`src/rtl/instr_fetch_unit.sv`:
```
// Fetch and sequencing stage of the single-cycle MIPS core: holds the PC, splits the
// fetched word into decode fields and sequences run / single-step / halt.
module instr_fetch_unit #(
  parameter int          IMEM_AW  = 6,
  parameter logic [31:0] RESET_PC = 32'h0000_0000,
  parameter int          CNT_W    = 16
) (
  input  logic               clk,
  input  logic               rst,
  input  logic [31:0]        imem_data,
  input  logic               Jump,
  input  logic               Branch,
  input  logic               Zero,
  input  logic               en,
  input  logic               step_mode,
  input  logic               step,
  output logic [IMEM_AW-1:0] imem_addr,
  output logic [31:0]        PC,
  output logic [31:0]        PCPlus4,
  output logic [5:0]         OP,
  output logic [5:0]         Funct,
  output logic [4:0]         rs,
  output logic [4:0]         rt,
  output logic [4:0]         rd,
  output logic [31:0]        SignImm,
  output logic               commit,
  output logic               halted,
  output logic [CNT_W-1:0]   instr_count
);

  typedef enum logic {RUN = 1'b0, HALT = 1'b1} state_t;

  state_t            state_reg;
  logic [31:0]       pc_reg;
  logic [CNT_W-1:0]  count_reg;
  logic              step_prev_reg;
  logic              halted_reg;

  logic [31:0]       pc_branch;
  logic [31:0]       pc_jump;
  logic [31:0]       pc_next;
  logic              legal;
  logic              step_rise;
  logic              step_ok;
  logic              advance;

  assign PC          = pc_reg;
  assign PCPlus4     = pc_reg + 32'd4;
  assign imem_addr   = pc_reg[IMEM_AW+1:2];
  assign OP          = imem_data[31:26];
  assign Funct       = imem_data[5:0];
  assign rs          = imem_data[25:21];
  assign rt          = imem_data[20:16];
  assign rd          = imem_data[15:11];
  assign SignImm     = {{16{imem_data[15]}}, imem_data[15:0]};
  assign halted      = halted_reg;
  assign instr_count = count_reg;

  assign pc_branch = PCPlus4 + {SignImm[29:0], 2'b00};
  assign pc_jump   = {PCPlus4[31:28], imem_data[25:0], 2'b00};

  always_comb begin
    pc_next = PCPlus4;
    if (Jump)
      pc_next = pc_jump;
    else if (Branch && Zero)
      pc_next = pc_branch;
  end

  // Only the opcodes the downstream decoder implements; anything else halts the core.
  always_comb begin
    legal = 1'b0;
    case (OP)
      6'b000000: begin
        case (Funct)
          6'b100000, 6'b100010, 6'b100100,
          6'b100101, 6'b100111, 6'b101010: legal = 1'b1;
          default:                         legal = 1'b0;
        endcase
      end
      6'b001000, 6'b100011, 6'b101011, 6'b000100, 6'b000010: legal = 1'b1;
      default: legal = 1'b0;
    endcase
  end

  assign step_rise = step & ~step_prev_reg;
  assign step_ok   = step_mode ? step_rise : 1'b1;
  assign advance   = (state_reg == RUN) & en & legal & step_ok;
  // Reset must suppress architectural writes even before the first clock edge.
  assign commit    = advance & rst;

  always_ff @(posedge clk) begin
    if (!rst) begin
      state_reg     <= RUN;
      pc_reg        <= RESET_PC;
      count_reg     <= '0;
      step_prev_reg <= 1'b0;
      halted_reg    <= 1'b0;
    end else begin
      step_prev_reg <= step;
      case (state_reg)
        RUN: begin
          if (advance) begin
            pc_reg <= pc_next;
            if (count_reg != {CNT_W{1'b1}})
              count_reg <= count_reg + CNT_W'(1);
          end else if (en && !legal && step_ok) begin
            state_reg  <= HALT;
            halted_reg <= 1'b1;
          end
        end
        HALT: begin
          halted_reg <= 1'b1;
        end
        default: begin
          state_reg  <= HALT;
          halted_reg <= 1'b1;
        end
      endcase
    end
  end

endmodule

```
`config.mk`:
```
export PLATFORM = sky130hd
export DESIGN_NAME = instr_fetch_unit
export DESIGN_NICKNAME = d
export VERILOG_FILES = /design/src/rtl/instr_fetch_unit.sv
export SDC_FILE = /design/constraint.sdc
export NUM_CORES = 1
export LEC_CHECK = 0
export ABC_AREA = 1
export BUFFER_PORTS_ARGS = -buffer_cell sky130_fd_sc_hd__buf_2
export CORE_AREA = 2 2 110 112
export DETAILED_ROUTE_END_ITERATION = 10
export DIE_AREA = 0 0 112 114
export PLACE_DENSITY = 0.81
export SKIP_LAST_GASP = 1
export SLEW_MARGIN = 20
export SYNTH_ARGS = -nofsm -noshare
export SYNTH_HDL_FRONTEND = slang
export SYNTH_SLANG_ARGS = --single-unit
```
`constraint.sdc`:
```
create_clock -name clk -period 3.4 [get_ports clk]
set_input_delay 0.68 -clock clk [delete_from_list [all_inputs] [get_ports clk]]
set_output_delay 0.68 -clock clk [all_outputs]
set_load 0.02 [all_outputs]
```
==> metrics.txt <==
CTS tree built; Routed WL 20300 um; Detailed Routing Iterations Pass 1 5; share of cells above drive strength 1 23.8%; static leakage power 3.72 nW; main flop type after synthesis dfxtp_1; gr ovfl total 0; post-synth top area cell nand2_1; nets@finish 1208; Avg Cell Area, Syn 6.02 um^2; H-tree depth 2; CTS sink cnt 49; Post-Place Cells 1269; initial antenna violation count 0; status completed; CP Max Fanout 6; io pins 187; Routed WL per cell 15.9 um; vias in the first global route 5926; Hold WC Path Type flop to flop; P&R area growth vs syn 13.2%; Filler Cell Count 1242; post-route cell area 0.00683 mm^2; max reg flops 30; Tightest Pin Transition 579 ps; post-route ant nets 0; Final Core Density 58.4%; post-synthesis sequential area ratio 16.3%; R2R Setup Slk 270 ps; Die X-Extent 112 um; Worst Setup End Kind flop; Rel. slew slack 61.3%; Worst Path Required 3580 ps; Cell Pwr Density 222 mW/mm^2; Yosys top cell area share 17.2%; maxcap violations 0; fin crit period 3130 ps; Final Setup Violations 0; peak supply drop 0.191 mV; die area 0.0128 mm^2; hold endpoint halted; hold_sp halted; unrepaired setup endpoints after global routing true; Clk Latency, worst-skew pair 300 ps; GRT Resource Usage Total 30.6%; ANT cells 0; Vias per Instance 5.44; ys async rst share 0%; Synth Register Bits 49; FP Rows 40; top post-synthesis cells by area nand2_1 17%, dfxtp_1 16%, buf_4 9.0%; Synth Warn # 0; Hold Violations, Final 0; count of cell types in the netlist 52; clk buf depth 2; Finished Layout Cells 1277; Post-Route Skew 14.9 ps; first-pass GRT wire length 31100 um; vias post-DR 6947; Root Driver clkbuf_16; post-CTS setup buffers 0; Reg clk slew, reported paths 80 ps; DP HPWL 16400 um; Max Clk Rate 319 MHz; fin crit share 92.1%; core footprint 0.0117 mm^2; Initial Util 51.5%; worst path arrival time 3310 ps; Mapped Area 0.00603 mm^2; logic depth of the worst register-to-register path 18; Slew Viols, Final 0; CP Launch Type flop; initial drt markers 745; RePlAce Congestion 0.992; largest net degree at the start of global routing 25; TritonCTS Buffers 5; RR Endpoint PC[26]; worst reg2reg startpoint PC[4]; cells after synthesis 1003; DRC violation count after routing 0; dpl cell area 0.00666 mm^2; Hold Buf Count CTS 0; Port Buffers 182; Vert. Die Dim 114 um; EDFF count, synth 0; Hold Path Depth 2; kind of critical path flop to flop
power breakdown:
part / switching (mW) / internal [mW] / total, mW / leakage, nW
logic: 0.278 / 0.127 / 0.405 / 3.25
registers: 0.00950 / 0.582 / 0.591 / 0.396
clock network: 0.245 / 0.275 / 0.520 / 0.0702
layout by cell type, fill, tap and decap left out, types with 6 or more instances in the layout:
cell	instances
o21ai_1	7
inv_1	114
o21ai_0	33
ha_1	38
nor2_2	10
buf_2	182
buf_4	20
nor3_1	6
xnor2_1	13
or2_2	8
nand2_2	10
dfxtp_1	48
inv_2	8
a21oi_1	67
nand2_1	277
nand3_1	68
o21bai_1	10
nand4_1	13
nor2_1	96
xor2_1	18
cells by family after synthesis:
logic type                 after synthesis  synth area share (%)
xor gates and xnor gates                33                  4.91
and+or+nand+nor                        520                  38.1
adders and majority gates               39                  8.21
other                                    1                0.0621
buffers and inverters                  210                  18.2
AOI/OAI and AO/OA                      151                  14.3
DFF                                     49                  16.3
how the worst max path moves through the flow:
| stage | startpoint | end | slack, ps |
|---|---|---|---|
| 6_report | PC[4] | PC[26] | 270 |
| 5_1_grt | PC[4] | PC[30] | -20 |
| 2_1_floorplan | PC[2] | PC[20] | 390 |
| 4_1_cts | PC[4] | PC[31] | 210 |
| 3_3_place_gp | PC[2] | PC[17] | 290 |
| 3_5_place_dp | PC[2] | PC[31] | 220 |
metrics by stage:
stage	TNS [ps]	setup WS (ps)	hold slack, ps	total power, mW
after CTS	0	214	468	1.51
after floorplan	0	393	555	0.904
after detailed placement	0	221	453	1.00
after global placement	0	293	453	0.998
final	0	268	463	1.52
after global routing	-32.0	-21.1	491	1.58
timing repair:
action / CTS / global route
setup endpoints to repair: 0 / 9
endpoints found under the hold margin: 0 / 0
resized for setup: 0 / 8
per-layer routing:
layer	global-route usage, %	up-vias	share of wire, %
met5	0	-	0
met4	10.1	0	2.9
met3	4.36	45	10
met2	49.8	404	44
met1	41.9	3075	43
li1	-	3423	-
cells in the mapped netlist (3+ instances only):
| library cell | count |
|---|---|
| nor2_1 | 99 |
| buf_4 | 72 |
| o21ai_0 | 33 |
| dfxtp_1 | 49 |
| xor2_1 | 19 |
| inv_1 | 114 |
| and2_1 | 3 |
| o21bai_1 | 10 |
| a21o_1 | 3 |
| nor3_1 | 6 |
| or2_2 | 8 |
| a31oi_1 | 4 |
| clkbuf_1 | 8 |
| o211ai_1 | 3 |
| o22ai_1 | 5 |
| nand4_1 | 13 |
| nand2_2 | 10 |
| nor2_4 | 5 |
| nand2_1 | 277 |
| nor2_2 | 7 |
| o21ai_1 | 7 |
| o21ai_2 | 4 |
| a21oi_1 | 70 |
| or2_1 | 3 |
| xnor2_1 | 13 |
| nand3_1 | 68 |
| o221ai_1 | 4 |
| nand3b_1 | 5 |
| inv_2 | 8 |
| o2111ai_1 | 5 |
| nand3_2 | 3 |
| ha_1 | 38 |
| nor4_1 | 3 |
critical path: stages, from the launching register on:
cell     delay [ps]
dfxtp_1         440
nand2_2         130
nor2_4          150
nand2_2          70
nor2_4          110
nand2_2         110
nor2_4          170
nand2_1         140
xor2_2          190
inv_1           120
ha_1            330
a21oi_1         190
o21ai_0         160
a21oi_1         210
nand3_1         100
nand2_1          60
nand3_1         160
nand2_1         110
a21oi_1          60
cell type report:
| class | count | area [um^2] | share of cell area (%) |
|---|---|---|---|
| timing repair buffer | 202 | 1060 | 15.5 |
| inverter | 124 | 465 | 6.81 |
| clock buffer | 5 | 125 | 1.83 |
| clock inverter | 3 | 21.3 | 0.311 |
| sequential | 49 | 982 | 14.4 |
| tap | 147 | 184 | 2.69 |
| multi-input combinational | 747 | 4000 | 58.5 |
No activity file was read; power rests on OpenSTA's default activity.
